$ cat src/rtl/clock_pkg.sv
// Shared types and BCD helpers for the alarm clock core.
package clock_pkg;

  localparam logic [3:0] DigitMax    = 4'd9;
  localparam logic [3:0] TensMax     = 4'd5;
  localparam logic [3:0] HourTensMax = 4'd2;
  localparam logic [3:0] HourUnitMax = 4'd3;  // units limit once the tens digit is 2

  typedef logic [15:0] hhmm_t;
  typedef logic [23:0] hms_t;

  typedef enum logic [1:0] {StIdle, StRing, StSnooze} ring_state_e;

  function automatic logic bcd_hhmm_valid(hhmm_t v);
    logic [3:0] h1, h0, m1, m0;
    logic       hour_ok;
    h1 = v[15:12];
    h0 = v[11:8];
    m1 = v[7:4];
    m0 = v[3:0];
    hour_ok = (h1 < HourTensMax && h0 <= DigitMax) || (h1 == HourTensMax && h0 <= HourUnitMax);
    return hour_ok && (m1 <= TensMax) && (m0 <= DigitMax);
  endfunction

  function automatic logic bcd_hms_valid(hms_t v);
    return bcd_hhmm_valid(v[23:8]) && (v[7:4] <= TensMax) && (v[3:0] <= DigitMax);
  endfunction

  // mins is at most 59, so one carry into the hours is enough.
  function automatic hhmm_t hhmm_add_min(hhmm_t v, int unsigned mins);
    int unsigned h, m;
    h = 10 * 32'(v[15:12]) + 32'(v[11:8]);
    m = 10 * 32'(v[7:4]) + 32'(v[3:0]) + mins;
    if (m >= 60) begin
      m = m - 60;
      h = h + 1;
    end
    if (h >= 24) h = h - 24;
    return {4'(h / 10), 4'(h % 10), 4'(m / 10), 4'(m % 10)};
  endfunction

endpackage

$ cat src/rtl/bcd_time_counter.sv
// Prescaler and BCD HH:MM:SS counter with validated load path.
module bcd_time_counter import clock_pkg::*; #(
  parameter int unsigned CLK_DIV = 50_000_000
) (
  input  logic clk,
  input  logic rst,
  input  logic run,
  input  logic load,
  input  hms_t load_val,
  output logic load_ok,
  output logic tick,
  output hms_t time_next,
  output hms_t time_out,
  output logic sec_pulse
);

  localparam int unsigned PW = (CLK_DIV > 1) ? $clog2(CLK_DIV) : 1;
  localparam logic [PW-1:0] PrescLast = PW'(CLK_DIV - 1);

  logic [PW-1:0] presc_q, presc_d;
  hms_t          time_q, time_d;
  logic          pulse_q;

  function automatic hms_t hms_inc(hms_t t);
    hms_t r;
    r = t;
    if (t[3:0] != DigitMax) begin
      r[3:0] = t[3:0] + 4'd1;
    end else begin
      r[3:0] = 4'd0;
      if (t[7:4] != TensMax) begin
        r[7:4] = t[7:4] + 4'd1;
      end else begin
        r[7:4] = 4'd0;
        if (t[11:8] != DigitMax) begin
          r[11:8] = t[11:8] + 4'd1;
        end else begin
          r[11:8] = 4'd0;
          if (t[15:12] != TensMax) begin
            r[15:12] = t[15:12] + 4'd1;
          end else begin
            r[15:12] = 4'd0;
            if (t[23:16] == 8'h23) begin
              r[23:16] = 8'h00;
            end else if (t[19:16] == DigitMax) begin
              r[19:16] = 4'd0;
              r[23:20] = t[23:20] + 4'd1;
            end else begin
              r[19:16] = t[19:16] + 4'd1;
            end
          end
        end
      end
    end
    return r;
  endfunction

  assign load_ok   = load && bcd_hms_valid(load_val);
  // An accepted load swallows a tick that would land in the same cycle.
  assign tick      = run && !load_ok && (presc_q == PrescLast);
  assign time_next = hms_inc(time_q);

  always_comb begin
    presc_d = presc_q;
    time_d  = time_q;
    if (load_ok) begin
      presc_d = '0;
      time_d  = load_val;
    end else if (tick) begin
      presc_d = '0;
      time_d  = time_next;
    end else if (run) begin
      presc_d = presc_q + PW'(1);
    end
  end

  always_ff @(posedge clk or posedge rst) begin
    if (rst) begin
      presc_q <= '0;
      time_q  <= '0;
      pulse_q <= 1'b0;
    end else begin
      presc_q <= presc_d;
      time_q  <= time_d;
      pulse_q <= tick;
    end
  end

  assign time_out  = time_q;
  assign sec_pulse = pulse_q;

endmodule

$ cat src/rtl/multi_alarm_clock.sv
// Timekeeping core with N alarm slots, snooze and ring timeout.
module multi_alarm_clock import clock_pkg::*; #(
  parameter int unsigned CLK_DIV    = 50_000_000,
  parameter int unsigned N_ALARM    = 4,
  parameter int unsigned SNOOZE_MIN = 5,
  parameter int unsigned RING_SEC   = 60,
  localparam int unsigned IW = (N_ALARM > 1) ? $clog2(N_ALARM) : 1
) (
  input  logic          clk,
  input  logic          rst,
  input  logic          run,
  input  logic          time_wr,
  input  logic [23:0]   time_in,
  input  logic          alm_wr,
  input  logic [IW-1:0] alm_idx,
  input  logic [16:0]   alm_in,
  input  logic [IW-1:0] alm_rd_idx,
  output logic [16:0]   alm_rd_out,
  input  logic          stop,
  input  logic          snooze,
  output logic [23:0]   time_out,
  output logic          sec_pulse,
  output logic          ring,
  output logic [IW-1:0] ring_idx
);

  localparam logic [7:0] RingLimit = 8'(RING_SEC);

  logic        time_loaded;
  logic        tick;
  hms_t        time_next;

  logic [16:0] alarm_q [N_ALARM];
  logic        alm_ok;

  logic          match_hit, match_event, snooze_hit, at_minute;
  logic [IW-1:0] match_idx;

  ring_state_e   state_q, state_d;
  logic [IW-1:0] ring_idx_q, ring_idx_d;
  logic [7:0]    ring_cnt_q, ring_cnt_d;
  hhmm_t         snooze_tgt_q, snooze_tgt_d;

  bcd_time_counter #(
    .CLK_DIV (CLK_DIV)
  ) u_counter (
    .clk       (clk),
    .rst       (rst),
    .run       (run),
    .load      (time_wr),
    .load_val  (time_in),
    .load_ok   (time_loaded),
    .tick      (tick),
    .time_next (time_next),
    .time_out  (time_out),
    .sec_pulse (sec_pulse)
  );

  // Out-of-range indices match no slot, so such writes fall through untouched.
  assign alm_ok = alm_wr && bcd_hhmm_valid(alm_in[15:0]);

  always_ff @(posedge clk or posedge rst) begin
    if (rst) begin
      for (int i = 0; i < N_ALARM; i++) alarm_q[i] <= '0;
    end else if (alm_ok) begin
      for (int i = 0; i < N_ALARM; i++) begin
        if (alm_idx == IW'(i)) alarm_q[i] <= alm_in;
      end
    end
  end

  always_comb begin
    alm_rd_out = '0;
    for (int i = 0; i < N_ALARM; i++) begin
      if (alm_rd_idx == IW'(i)) alm_rd_out = alarm_q[i];
    end
  end

  // Scan from the top so the lowest matching slot is the last to land.
  always_comb begin
    match_hit = 1'b0;
    match_idx = '0;
    for (int i = N_ALARM - 1; i >= 0; i--) begin
      if (alarm_q[i][16] && (alarm_q[i][15:0] == time_next[23:8])) begin
        match_hit = 1'b1;
        match_idx = IW'(i);
      end
    end
  end

  assign at_minute   = tick && (time_next[7:0] == 8'h00);
  assign match_event = at_minute && match_hit;
  assign snooze_hit  = at_minute && (time_next[23:8] == snooze_tgt_q);

  always_comb begin
    state_d      = state_q;
    ring_idx_d   = ring_idx_q;
    ring_cnt_d   = ring_cnt_q;
    snooze_tgt_d = snooze_tgt_q;
    unique case (state_q)
      StIdle: begin
        if (match_event) begin
          state_d    = StRing;
          ring_idx_d = match_idx;
          ring_cnt_d = '0;
        end
      end
      StRing: begin
        if (time_loaded || stop) begin
          state_d = StIdle;
        end else if (snooze) begin
          state_d      = StSnooze;
          snooze_tgt_d = hhmm_add_min(time_out[23:8], SNOOZE_MIN);
        end else if (tick) begin
          ring_cnt_d = ring_cnt_q + 8'd1;
          if (ring_cnt_q + 8'd1 == RingLimit) state_d = StIdle;
        end
      end
      StSnooze: begin
        if (time_loaded || stop) begin
          state_d = StIdle;
        end else if (match_event) begin
          state_d    = StRing;
          ring_idx_d = match_idx;
          ring_cnt_d = '0;
        end else if (snooze_hit) begin
          state_d    = StRing;
          ring_cnt_d = '0;
        end
      end
      default: state_d = StIdle;
    endcase
  end

  always_ff @(posedge clk or posedge rst) begin
    if (rst) begin
      state_q      <= StIdle;
      ring_idx_q   <= '0;
      ring_cnt_q   <= '0;
      snooze_tgt_q <= '0;
    end else begin
      state_q      <= state_d;
      ring_idx_q   <= ring_idx_d;
      ring_cnt_q   <= ring_cnt_d;
      snooze_tgt_q <= snooze_tgt_d;
    end
  end

  assign ring     = (state_q == StRing);
  assign ring_idx = ring_idx_q;

endmodule

$ cat config.mk
export PLATFORM = sky130hd
export DESIGN_NAME = multi_alarm_clock
export DESIGN_NICKNAME = d
export VERILOG_FILES = /design/src/rtl/clock_pkg.sv /design/src/rtl/bcd_time_counter.sv /design/src/rtl/multi_alarm_clock.sv
export SDC_FILE = /design/constraint.sdc
export NUM_CORES = 1
export LEC_CHECK = 0
export ABC_CLOCK_PERIOD_IN_PS = 21000
export CELL_PAD_IN_SITES_DETAIL_PLACEMENT = 0
export CELL_PAD_IN_SITES_GLOBAL_PLACEMENT = 1
export CORE_MARGIN = 2
export CORE_UTILIZATION = 45
export CTS_CLUSTER_SIZE = 25
export DETAILED_ROUTE_END_ITERATION = 12
export DONT_BUFFER_PORTS = 1
export PLACE_DENSITY_LB_ADDON = 0.08
export SLEW_MARGIN = 20
export SYNTH_ARGS = -nofsm -noshare
export SYNTH_HDL_FRONTEND = slang
export SYNTH_HIERARCHICAL = 1
export SYNTH_SLANG_ARGS = --single-unit
$ cat constraint.sdc
create_clock -name clk -period 21 [get_ports clk]
set_clock_uncertainty 0.2 [all_clocks]
set_input_delay 1.05 -clock clk [delete_from_list [all_inputs] [get_ports clk]]
set_output_delay 1.05 -clock clk [all_outputs]
set_load 0.02 [all_outputs]
### Word-level counts from Yosys, hierarchy flattened

Cells that the tools add are included.

* bits in registers: 147
* input port bits: 52
* output and inout bits: 45
* word-level logic and storage cells: 179

* add/sub/neg operators: 14
* multipliers: 2
* divide/modulo/power cells: 4
* $lt $le $gt $ge: 14
* equality and inequality tests: 32
* mux-type cells: 60
* bitwise logic cells: 1
* reductions and logical operators: 41

Operator list (count)
* 32-bit 2-to-1 mux: 11
* 16-bit == test: 5
* 26-bit 2-to-1 mux: 3
* 8-bit 2-to-1 mux: 9
* 17-bit 2-to-1 mux: 4
* 32-bit by 4-bit divider with 32-bit output, second input constant: 2
* 32-bit by 4-bit modulo with 32-bit output, second input constant: 2
* 24-bit 2-to-1 mux: 2
* 32-bit by 5-bit >= comparator with 1-bit output, second input constant: 1
* 32-bit by 5-bit subtractor with 32-bit output, second input constant: 1
* 2-bit 2-to-1 mux: 14
* 26-bit by 1-bit adder with 26-bit output, second input constant: 1
* 26-bit == test, second input constant: 1
* 4-bit by 1-bit adder with 4-bit output, second input constant: 6
* 4-bit 2-to-1 mux: 6
* 8-bit case mux with 3 select lines: 1
* 1-bit logical AND: 21
* 4-bit <= comparator, second input constant: 5
* 20-bit 2-to-1 mux: 1
* 8-bit by 4-bit adder with 9-bit output: 2
* 8-bit by 6-bit == test with 1-bit output, second input constant: 2
* 16-bit 2-to-1 mux: 1
* 3-bit by 4-bit multiplier with 7-bit output, first input constant: 2
* 4-bit by 3-bit <= comparator with 1-bit output, second input constant: 3
* other kinds (33): 62

### Depth between registers and ports, before layout

* depth in word-level cells: 17
* gate-level depth with buffers: 30
* gate-level depth less buffers: 27

### Cells and area by module

Netlist, hierarchy kept.

Modules (own cells, without submodules)
* multi_alarm_clock: times used 1, cells an instance 836, area each 8003.9 um2, sequential area each 2402.3 um2
* bcd_time_counter: times used 1, cells an instance 404, area each 3422.0 um2, sequential area each 1276.2 um2

### Least setup slack after synthesis

OpenSTA, ideal clock, no wires.

* kind: register to register
* start point: reg u_counter.time_q[14] (netlist: u_counter/time_out[14])
* end point: reg snooze_tgt_q[9]
* library setup time: 0.134 ns
* arrival time: 6.562 ns
* data required time: 20.666 ns
* slack: 14.104 ns
* stages on the path, launching flop included: 28
* path buffers: 2
* clock period less this slack: 6.896 ns
* cell sequence: dfrtp_1 ha_1 ha_1 ha_1 xor2_1 ha_1 a22o_1 nand4_2 nand3_1 nand2_1 xnor2_1 ha_1 nor3_1 ha_1 buf_1 o211ai_1 nand3_1 nand3_1 or2_1 and3b_1 o32a_4 mux2i_1 a211o_2 and2_1 buf_6 mux2_4 a2111oi_2 a311oi_1

* cells in the longest elaborated chain, start to end: 14
* elaborated cells between the ends (all ways): 15
* classes of those cells: 3 x add/sub; 1 x mul; 1 x div; 2 x order compare; 8 x mux

Ends and longest elaborated chain
* start: declaration: RTL line bcd_time_counter.sv:21 `hms_t time_q, time_d;`
* start signal: assignment: RTL line bcd_time_counter.sv:84 `time_q <= time_d;`
* 3-bit by 4-bit multiplier with 7-bit output *: RTL line clock_pkg.sv:33 `m = 10 * 32'(v[7:4]) + 32'(v[3:0]) + mins;`
* 8-bit by 4-bit adder with 9-bit output *: RTL line clock_pkg.sv:33
* 9-bit by 3-bit adder with 10-bit output *: RTL line clock_pkg.sv:33
* 10-bit by 6-bit >= comparator with 1-bit output *: RTL line clock_pkg.sv:34 `if (m >= 60) begin`
* 10-bit 2-to-1 mux *: RTL line clock_pkg.sv:34
* 32-bit 2-to-1 mux *: RTL line multi_alarm_clock.sv:111 `end else if (snooze) begin`
* 32-bit 2-to-1 mux *: RTL line multi_alarm_clock.sv:109 `if (time_loaded || stop) begin`
* 32-bit 2-to-1 mux *: RTL line multi_alarm_clock.sv:100 `unique case (state_q)`
* 32-bit by 5-bit subtractor with 32-bit output / 32-bit by 5-bit >= comparator with 1-bit output (equally long branches): RTL line clock_pkg.sv:38 `if (h >= 24) h = h - 24;`
* 32-bit 2-to-1 mux *: RTL line clock_pkg.sv:38
* 32-bit 2-to-1 mux *: RTL line multi_alarm_clock.sv:111
* 32-bit 2-to-1 mux *: RTL line multi_alarm_clock.sv:109
* 32-bit 2-to-1 mux *: RTL line multi_alarm_clock.sv:100
* 32-bit by 4-bit modulo with 32-bit output *: RTL line clock_pkg.sv:39 `return {4'(h / 10), 4'(h % 10), 4'(m / 10), 4'(m % 10)};`
* end signal: assignment: RTL line multi_alarm_clock.sv:145 `snooze_tgt_q <= snooze_tgt_d;`
* end: declaration: RTL line multi_alarm_clock.sv:42 `hhmm_t snooze_tgt_q, snooze_tgt_d;`

Mark *: on every way between the ends. The rest lies on a longest branch, timed or not. The select of a mux whose other input is x is not followed.
A chain may end at the register's enable or synchronous reset.

### Worst setup path in the final report

* start point: reg u_counter.time_q[12] (netlist: u_counter/time_out[12])
* end point: reg snooze_tgt_q[10]

Same word-level chain as after synthesis.

==> results_dict.tcl <==
set metrics [dict create \
    synthTopCellsByArea "dfrtp_1 (32%), xnor2_1 (7.1%), mux2_2 (6.4%)" \
    track_usage_pct 24.4 \
    syn_avg_cell_area_um2 9.21 \
    comb_power_share_pct 20.3 \
    async_reset_ff_share_pct 100 \
    top_usage_layer "met1" \
    grt_max_degree 57 \
    r2r_slack_ns 12.97 \
    clock_sinks 147 \
    drt_iter0_drc 780 \
    htreeDepth 4 \
    switching_share_pct 34.4 \
    cp.depth 25 \
    hold_slack_ns 0.241 \
    drive_gt1_share_pct 14.2 \
    path_buf_inv 0 \
    slowest_stage "dfrtp_1" \
    grtUsageMet1_pct 36.5 \
    final_hold_viol_count 0 \
    maxSlewHeadroom_pct 34.1 \
    cts_tree "yes" \
    end_kind "flip-flop" \
    syn_to_final_growth_pct 8.06 \
    cts_buffer_depth 2 \
    gr-usage-met2_pct 36.4 \
    p_int_mw 0.549 \
    yosysMostFrequentCell "dfrtp_1" \
    synth-compound-area-share_pct 17.2 \
    cts_buffers 17 \
    p_leak_nw 5.17 \
    synth_nets 1328 \
    synthDistinctLibCells 99 \
    synth_seq_cells 147 \
    clockPowerShare_pct 38.4 \
    fmax_mhz 125 \
    clock_latency_ns 0.44 \
    initial_utilization_pct 45.6 \
    antenna_found_initial 1 \
    cts_root_buffer "clkbuf_16" \
    first_pass_iters 5 \
    fillers 2404 \
    seq_power_share_pct 41.3 \
    synthTopCellsByCount "dfrtp_1 (147), xnor2_1 (92), nand2_1 (91)" \
    grt_pass1_vias 9118 \
    viasPerCell 6.17 \
    netlist.top_cell.by_area "dfrtp_1" \
    met3_usage_pct 4.09 \
    status "finished, final reports clean" \
    synth_top_cell_area_share_pct 32.2 \
    cp_max_fo 14 \
    fp-row-count 58 \
    hpwl_um 23500 \
    reg2regPathDepth 25 \
    critPathMaxStageDelay_ns 0.61 \
    path_common_cell "ha_1" \
    start_kind "flip-flop" \
    critPathRequiredTime_ns 21.09 \
    path_clk_slew_ns 0.08 \
    synth_mux_area_share_pct 11.7 \
    die_area_um2 26700 \
    r2r_start "u_counter/time_out[12]" \
    finalWeightedCongestion 0.836 \
    drc_errors 0 \
    synth_xor_area_share_pct 10.0 \
    period_needed_ns 8.03 \
    fin_crit_sh_pct 38.2 \
    ir_worst_vdd_v 0.0000430 \
    p_switching_mw 0.287 \
    post_cts_buffers 0 \
    min_path_type "input port to asynchronous set/reset pin" \
    worstSetupPathType "flip-flop to flip-flop" \
    grt_pass1_wl_um 51200 \
    yosysWarnings 6 \
    wirelength_um 32200 \
    io_pins 97 \
    synth-simple-area-share_pct 21.1 \
    die_h_um 163 \
    setup_tns_ns 0 \
    cts_resized 0 \
    netlist_area_um2 11400 \
    setup_violations 0 \
    cts_hold_buf 0 \
    ys.flop_type "dfrtp_1" \
    avgRoutedWirePerCell_um 20.6 \
    cp.arrival_ns 8.12 \
    vias 9617 \
    synth_cells 1240 \
    seq_area_frac_synth_pct 32.2 \
    r2r_end "snooze_tgt_q[10]" \
    power_density_nw_per_um2 67.7 \
    tightest_slew_ns 0.985 \
    io_buffers 0 \
    synthAdderAreaFrac_pct 4.47 \
    overflow 0 \
    die_w_um 163 \
    slew_viol_final 0 \
    ant_nets 0 \
    nets 1303 \
    cap_violations 0 \
    rsz0062_at_grt "no" \
    core-area_um2 25000 \
    cp_top_family "adder cells" \
    synth_edf_count 0 \
    synth_top_family_by_area "simple AND/OR/NAND/NOR gates" \
]
-- layer usage --
metal | share of wire, % | wire (µm) | vias up
li1 | - | - | 4555
met1 | 49 | 15800 | 4795
met2 | 44 | 14200 | 235
met3 | 4.8 | 1550 | 32
met4 | 1.7 | 553 | 0
met5 | 0 | 0 | -
-- final cells by class --
cell class                 instances  area (µm²)  area share (%)
clock inverter                    15         204            1.65
timing repair buffer              15         113           0.912
tap                              330         413            3.34
multi-input combinational       1003        7390            59.9
inverter                          31         119           0.963
sequential                       147        3680            29.8
antenna                            1        2.50          0.0203
clock buffer                      17         425            3.45
-- power by group through the flow --
stage          logic (mW)  registers, mW  clock network, mW
5_1_grt             0.189          0.350              0.340
4_1_cts             0.169          0.345              0.327
6_report            0.170          0.346              0.321
2_1_floorplan       0.137          0.342                  0
3_3_place_gp        0.168          0.350                  0
3_5_place_dp        0.168          0.351                  0
-- cells by family after synthesis --
| group | count (synthesis) |
|---|---|
| other cells | 1 |
| fa+ha+maj | 39 |
| buf+inv | 90 |
| xor+xnor | 130 |
| compound gates | 280 |
| simple gates | 449 |
| flops | 147 |
| mux | 104 |
-- how the worst max path moves through the flow --
stage	from	slack, ns	endpoint
after floorplan	u_counter/time_out[14]	14.10	snooze_tgt_q[9]
after global placement	u_counter/time_out[14]	13.31	snooze_tgt_q[10]
after detailed placement	u_counter/time_out[14]	13.06	snooze_tgt_q[9]
after CTS	u_counter/time_out[14]	13.02	snooze_tgt_q[10]
after global routing	u_counter/time_out[14]	12.30	snooze_tgt_q[10]
final	u_counter/time_out[12]	12.97	snooze_tgt_q[10]
-- metrics by stage --
stage	setup slack (ns)	std cells	total power, mW	instance area, µm²	util, %
finish	12.97	1559	0.836	12300	49.3
global route	12.30	1559	0.879	12300	49.3
CTS	13.02	1558	0.842	12300	49.3
detailed placement	13.06	1526	0.519	11700	46.8
global placement	13.31	1526	0.519	11700	46.8
floorplan	14.10	1240	0.479	11400	-
-- sequential cells by signal (all words and copies together) (netlist names) --
register / cells
snooze_tgt_q: 16
ring_idx: 2
ring_cnt_q: 8
alarm_q: 68
u_counter/time_out: 24
u_counter/sec_pulse: 1
u_counter/presc_q: 26
state_q: 2
-- cells in the final DEF (no fill, tap or decap), types with 15 or more instances in the layout --
cell,Yosys,layout
dfrtp_1,147,147
nand2b_1,18,18
mux2_2,65,65
nor2b_1,18,18
nand3_1,59,59
o31ai_1,16,16
nor2_1,81,81
a21oi_1,51,51
o21ai_0,84,84
inv_1,31,29
xor2_1,37,37
ha_1,32,32
nor4_1,18,18
and2_1,15,15
nor3_1,30,28
clkbuf_16,0,17
or4_1,17,17
nand2_1,91,91
nand4_1,25,25
buf_4,0,15
mux4_2,17,17
xnor2_1,92,92
mux2i_1,21,21
Power figures use the tool's default switching activity.
